==> src/rtl/vram_scan_arbiter.sv <==
// rtl/vram_scan_arbiter.sv - single-port VRAM arbiter: 2x scan-out fetch, pixel writer, frame clear
module vram_scan_arbiter #(
    parameter int               H_START     = 144,
    parameter int               V_START     = 35,
    parameter int               FB_W        = 320,
    parameter int               FB_H        = 240,
    parameter int               PIX_W       = 4,
    parameter logic [PIX_W-1:0] CLEAR_VALUE = '0
) (
    input  logic             vga_clock,
    input  logic             reset,
    input  logic [9:0]       hcount,
    input  logic [9:0]       vcount,
    input  logic             hsync_in,
    input  logic             vsync_in,
    input  logic             at_display_area,
    input  logic             wr_req,
    input  logic [8:0]       wr_x,
    input  logic [7:0]       wr_y,
    input  logic [PIX_W-1:0] wr_data,
    output logic             wr_ack,
    input  logic             clear_req,
    output logic             clear_busy,
    output logic             clear_done,
    output logic [16:0]      mem_addr,
    output logic             mem_we,
    output logic [PIX_W-1:0] mem_wdata,
    input  logic [PIX_W-1:0] mem_rdata,
    output logic [PIX_W-1:0] pix_out,
    output logic             hsync_out,
    output logic             vsync_out,
    output logic             blank_out
);

    typedef enum logic {IDLE, CLEAR} state_t;

    localparam logic [16:0] LAST_ADDR = 17'(FB_W * FB_H - 1);

    state_t           state_q, state_d;
    logic [16:0]      clr_addr_q, clr_addr_d;
    logic [16:0]      addr_q, addr_d;
    logic             we_q, we_d;
    logic [PIX_W-1:0] wdata_q, wdata_d;
    logic             ack_q, ack_d;
    logic             done_q, done_d;
    logic [PIX_W-1:0] pix_q, pix_d;
    logic [1:0]       fetch_q;
    logic [2:0]       hs_q, vs_q, bl_q;

    logic [9:0]  dx, dy_half;
    logic        fetch;
    logic [16:0] fetch_addr, wr_addr;
    logic        in_range;

    // Framebuffer is shown at 2x, so only even display columns need a RAM slot.
    assign dx         = hcount - 10'(H_START);
    assign dy_half    = (vcount - 10'(V_START)) >> 1;
    assign fetch      = at_display_area && !dx[0];
    assign fetch_addr = 17'(dy_half) * 17'(FB_W) + 17'(dx >> 1);
    assign wr_addr    = 17'(wr_y) * 17'(FB_W) + 17'(wr_x);
    assign in_range   = ({1'b0, wr_x} < 10'(FB_W)) && ({1'b0, wr_y} < 9'(FB_H));

    always_comb begin
        state_d    = state_q;
        clr_addr_d = clr_addr_q;
        addr_d     = addr_q;
        we_d       = 1'b0;
        wdata_d    = wdata_q;
        ack_d      = 1'b0;
        done_d     = 1'b0;

        if (fetch) begin
            addr_d = fetch_addr;
        end else if (state_q == CLEAR) begin
            addr_d     = clr_addr_q;
            we_d       = 1'b1;
            wdata_d    = CLEAR_VALUE;
            clr_addr_d = clr_addr_q + 17'd1;
            if (clr_addr_q == LAST_ADDR) begin
                state_d = IDLE;
                done_d  = 1'b1;
            end
        end else if (wr_req && !ack_q && !clear_req) begin
            // Out-of-range requests are consumed but never reach the RAM.
            ack_d = 1'b1;
            if (in_range) begin
                addr_d  = wr_addr;
                we_d    = 1'b1;
                wdata_d = wr_data;
            end
        end

        if (state_q == IDLE && clear_req) begin
            state_d    = CLEAR;
            clr_addr_d = '0;
        end
    end

    // Pixel loads only on the stage that carries a fetch; odd columns hold it.
    always_comb begin
        pix_d = pix_q;
        if (bl_q[1]) begin
            pix_d = '0;
        end else if (fetch_q[1]) begin
            pix_d = mem_rdata;
        end
    end

    always_ff @(posedge vga_clock) begin
        if (reset) begin
            state_q    <= IDLE;
            clr_addr_q <= '0;
            addr_q     <= '0;
            we_q       <= 1'b0;
            wdata_q    <= '0;
            ack_q      <= 1'b0;
            done_q     <= 1'b0;
            pix_q      <= '0;
            fetch_q    <= '0;
            hs_q       <= '0;
            vs_q       <= '0;
            bl_q       <= '0;
        end else begin
            state_q    <= state_d;
            clr_addr_q <= clr_addr_d;
            addr_q     <= addr_d;
            we_q       <= we_d;
            wdata_q    <= wdata_d;
            ack_q      <= ack_d;
            done_q     <= done_d;
            pix_q      <= pix_d;
            fetch_q    <= {fetch_q[0], fetch};
            hs_q       <= {hs_q[1:0], hsync_in};
            vs_q       <= {vs_q[1:0], vsync_in};
            bl_q       <= {bl_q[1:0], ~at_display_area};
        end
    end

    assign mem_addr   = addr_q;
    assign mem_we     = we_q;
    assign mem_wdata  = wdata_q;
    assign wr_ack     = ack_q;
    assign clear_busy = (state_q == CLEAR);
    assign clear_done = done_q;
    assign pix_out    = pix_q;
    assign hsync_out  = hs_q[2];
    assign vsync_out  = vs_q[2];
    assign blank_out  = bl_q[2];

endmodule

==> config.mk <==
export PLATFORM = sky130hd
export DESIGN_NAME = vram_scan_arbiter
export DESIGN_NICKNAME = d
export VERILOG_FILES = /design/src/rtl/vram_scan_arbiter.sv
export SDC_FILE = /design/constraint.sdc
export NUM_CORES = 1
export LEC_CHECK = 0
export ABC_CLOCK_PERIOD_IN_PS = 5300
export CAP_MARGIN = 5
export CELL_PAD_IN_SITES_DETAIL_PLACEMENT = 0
export CELL_PAD_IN_SITES_GLOBAL_PLACEMENT = 1
export CORE_UTILIZATION = 33
export DETAILED_ROUTE_END_ITERATION = 6
export GPL_ROUTABILITY_DRIVEN = 0
export PLACE_DENSITY = 0.79
export SYNTH_ARGS = -nofsm -noshare
export SYNTH_HDL_FRONTEND = slang
export SYNTH_SLANG_ARGS = --single-unit
==> constraint.sdc <==
create_clock -name vga_clock -period 5.3 [get_ports vga_clock]
set_input_delay 0.53 -clock vga_clock [delete_from_list [all_inputs] [get_ports vga_clock]]
set_output_delay 0.53 -clock vga_clock [all_outputs]
set_load 0.05 [all_outputs]
==> flow_results.org <==
** Setup path
- STA classifies the critical path startpoint as a primary input.
- Along the worst path, the maximum fanout reaches 3.
- Required @ worst endpoint :: approximately 5.5 ns
- Capturing element type of the critical path :: register
- Data on the critical path arrives at its endpoint at ~4 ns.
- The setup path with the least slack is of type primary input to register.

** Timing
- Hold_ws :: about 0.43 ns
- The worst path meets setup with about 1.5 ns of slack.
- For the pin with the worst max-slew slack, the measured transition is approximately 0.90 ns.
- Final Setup Violations :: 0
- Slew HR :: slightly below 40%
- Maximum clock skew at final layout :: 0.00350 ns
- Setup TNS :: 0 ns
- The worst path in the final design needs a cycle of approximately 3.8 ns, including I/O delays and setup.
- Setup repair after global routing left no endpoint under its margin.
- Fmax :: around 260 MHz
- Number of slew-limit violations in the final report :: 0
- Dividing the final minimum period by the clock period gives between 70% and 80%.
- Fin. Hold Viols :: 0

** Yosys
- The commonest cells after synthesis are 57 x sky130_fd_sc_hd__dfxtp_1, 51 x sky130_fd_sc_hd__nor2_1, 31 x sky130_fd_sc_hd__a21oi_1, 31 x sky130_fd_sc_hd__ha_1, 30 x sky130_fd_sc_hd__nand2_1.
- Proportion of netlist area held by the largest area contributor :: ~30%
- In this run, distinct cell masters in the synthesized netlist total 61.
- Synthesized cell area :: roughly 3800 µm²
- Among all flip-flop cells after synthesis, the most frequent one is sky130_fd_sc_hd__dfxtp_1.
- Synthesis Warnings :: 0
- Synthesized netlist cell count :: ~460
- Cell types occupying the most area after synthesis :: sky130_fd_sc_hd__dfxtp_1 30%, sky130_fd_sc_hd__ha_1 10%, sky130_fd_sc_hd__xnor2_1 6.6%, sky130_fd_sc_hd__nor2_1 5.0%, sky130_fd_sc_hd__xor2_1 4.8%
- Async SR Flop Fraction :: 0%
- Cell type with the highest aggregate area in the netlist :: sky130_fd_sc_hd__dfxtp_1
- Synthesis inferred between 50 and 60 register bits.
- A synthesized cell averages 8.40 µm².
- By instance count, the leading cell after synthesis is sky130_fd_sc_hd__dfxtp_1.
- Sequential elements use approximately 30% of the synthesized area.
- Synthesized net count :: roughly 540
- Number of flops mapped to enable cells by yosys :: 0

** Finish
- At the end of the flow, the number of nets in the layout was between 600 and 700.
- The finished cells cover 5090 µm².
- Area growth, synth to finish :: 33.1%
- Proportion of layout cells with a drive suffix above 1 :: between 6 and 7%
- The count of cells in the finished layout, fillers not included, comes to roughly 680.
- Final core occ :: between 40% and 50%
- Antenna Cells :: 0

** CTS
- The H-tree was split into 3 levels.
- Number of hold-repair buffers added at the cts stage :: 0
- The number of gates resized after CTS was 0.
- The clock drives 57 sinks.
- Clock tree synthesis inserted a total of 9 buffers.
- In this run the clock root is driven by a sky130_fd_sc_hd__clkbuf_16.
- At the later pin of the worst-skew pair, clock insertion delay measures between 0.3 and 0.4 ns.
- In this run the post-CTS setup repair buffer count came out at 0.
- No sink is reached through more buffers than the 2 on the longest clock path.
- Clock-pin slew of the registers on the worst-case setup and hold paths :: approximately 0.05 ns
- TritonCTS built the clock tree.

** Power
- Overall power of the completed layout :: around 1.6 mW
- Leak Pwr :: roughly 1.9 nW
- IR analysis of the VDD net gives a maximum drop of 0.173 mV.
- Total power divided by cell area :: slightly above 300 nW/µm²

** Floorplan
- Pin placement for this block handled between 80 and 90 I/O pins.
- Die height :: 110 µm
- The initialized floorplan defines 38 standard-cell rows.
- Die Footprint :: about 12000 µm²
- The floorplan step defined a core boundary enclosing approximately 11000 µm².
- Once the floorplan was initialized, standard cells occupied 34.5% of the core.
- Overall die width :: 110 µm

** Routing
- Detailed Routing Iterations Pass 1 :: 4
- For this block, the routed nets add up to 9740 µm of wire.
- The count of nets left with antenna violations once routing finished came out at 0.
- Residual DRC count :: 0
- Average via count per standard cell :: 5.03
- Detailed Route Iter0 Violations :: about 190
- Via count :: ~3400
- After detailed routing, the average wire length per cell comes to approximately 14 µm.

** Placed design
- Worst slack at placement :: about 1.2 ns
- The count of buffers added on input and output ports is 83.
- Detailed placement finished with a half-perimeter wire length of approximately 7600 µm.
- Instance area after placement :: between 4000 and 5000 µm²
- Counting tap cells, the placed design contains a total of about 670 instances.

** GRT
- After global routing the overflow that remains totals 0.
- The number of global-route vias before repair was approximately 3400.
- Number of antenna violations at the first check in global routing :: 0
- The first global-routing pass estimated between 15000 and 20000 µm of wire.
- Global routing consumed, over all layers together, 17.3% of the routing resources.
- Largest net degree at the start of global routing :: 31

** Status
- Run status :: finished clean

** Job
- Maximum Capacitance Violations :: 0

** Hold path
- The min-delay analysis places its worst path in the category register to register.
-- worst paths after layout --
path,end,slack (ns),cells past startpoint,from
worst max-delay path,mem_addr[16],1.50,16,vcount[0]
worst min-delay path,vs_q[2],0.43,1,vs_q[1]
worst max register to register,clr_addr_q[13],3.01,8,clear_busy
worst min register to register,vs_q[2],0.43,1,vs_q[1]
-- critical path, cell delays in order --
cell	delay (ns)
sky130_fd_sc_hd__clkdlybuf4s50_1	0.48
sky130_fd_sc_hd__ha_1	0.27
sky130_fd_sc_hd__nor3_1	0.18
sky130_fd_sc_hd__xnor2_1	0.20
sky130_fd_sc_hd__inv_1	0.08
sky130_fd_sc_hd__ha_1	0.30
sky130_fd_sc_hd__ha_1	0.18
sky130_fd_sc_hd__inv_1	0.06
sky130_fd_sc_hd__fa_1	0.38
sky130_fd_sc_hd__nand2b_1	0.17
sky130_fd_sc_hd__a21oi_1	0.15
sky130_fd_sc_hd__xor2_1	0.29
sky130_fd_sc_hd__nand3_1	0.17
sky130_fd_sc_hd__nor3b_1	0.25
sky130_fd_sc_hd__xor2_1	0.20
sky130_fd_sc_hd__o311ai_2	0.09
-- routing by layer --
metal	global-route usage (%)	routed length, µm
met1	20.9	4540
met2	30.3	4660
met3	3.85	463
met4	5.71	77
met5	0	0
-- cells by family (layout without fill, tap and decap cells) --
family | count (synthesis) | in the layout | share of synthesized area (%)
simple gates | 167 | 167 | 22.2
compound gates | 95 | 95 | 16.9
flops | 57 | 57 | 29.9
xor+xnor | 50 | 50 | 11.5
buf+inv | 40 | 128 | 4.52
fa+ha+maj | 35 | 35 | 12.2
mux | 11 | 11 | 2.88
-- state kept, by name, indices dropped and copies added, names as in the netlist --
register    flops
clr_addr_q     17
mem_addr       17
mem_wdata       4
pix_out         4
bl_q            3
hs_q            3
vs_q            3
fetch_q         2
clear_busy      1
clear_done      1
mem_we          1
wr_ack          1
-- cell usage in the layout, fill, tap and decap left out, types with 3 or more instances in the layout --
| master | netlist | layout |
|---|---|---|
| sky130_fd_sc_hd__o22ai_1 | 4 | 4 |
| sky130_fd_sc_hd__nor3_1 | 15 | 15 |
| sky130_fd_sc_hd__nor4_1 | 3 | 3 |
| sky130_fd_sc_hd__nor2b_1 | 22 | 22 |
| sky130_fd_sc_hd__or3_1 | 5 | 5 |
| sky130_fd_sc_hd__xnor2_1 | 29 | 29 |
| sky130_fd_sc_hd__a211oi_1 | 6 | 6 |
| sky130_fd_sc_hd__nand3_1 | 14 | 14 |
| sky130_fd_sc_hd__xor2_1 | 21 | 21 |
| sky130_fd_sc_hd__nor3b_1 | 4 | 4 |
| sky130_fd_sc_hd__dfxtp_1 | 57 | 57 |
| sky130_fd_sc_hd__nand2b_1 | 3 | 3 |
| sky130_fd_sc_hd__mux2i_1 | 11 | 11 |
| sky130_fd_sc_hd__nor2_1 | 51 | 51 |
| sky130_fd_sc_hd__a22oi_1 | 4 | 4 |
| sky130_fd_sc_hd__ha_1 | 31 | 31 |
| sky130_fd_sc_hd__clkdlybuf4s50_1 | 0 | 83 |
| sky130_fd_sc_hd__and3_1 | 5 | 5 |
| sky130_fd_sc_hd__clkinvlp_4 | 0 | 3 |
| sky130_fd_sc_hd__buf_4 | 1 | 5 |
| sky130_fd_sc_hd__nand4_1 | 4 | 4 |
| sky130_fd_sc_hd__clkbuf_16 | 0 | 9 |
| sky130_fd_sc_hd__o21ai_0 | 17 | 17 |
| sky130_fd_sc_hd__inv_1 | 22 | 22 |
| sky130_fd_sc_hd__nand2_1 | 30 | 30 |
| sky130_fd_sc_hd__a21oi_1 | 31 | 31 |
| sky130_fd_sc_hd__o211ai_1 | 7 | 7 |
| sky130_fd_sc_hd__fa_1 | 4 | 4 |
-- final cells by class --
type,count,area [µm²]
clock buffer,10,239
clock inverter,6,66.3
fill,1104,5990
inverter,24,90.1
multi-input combinational,358,2510
sequential,57,1140
tap,140,175
timing repair buffer,88,868
-- power breakdown --
part	switching (mW)	total (mW)	internal [mW]
Clock	0.211	0.588	0.377
Combinational	0.291	0.508	0.218
Sequential	0.0146	0.466	0.451
No activity file was read; power rests on OpenSTA's default activity.
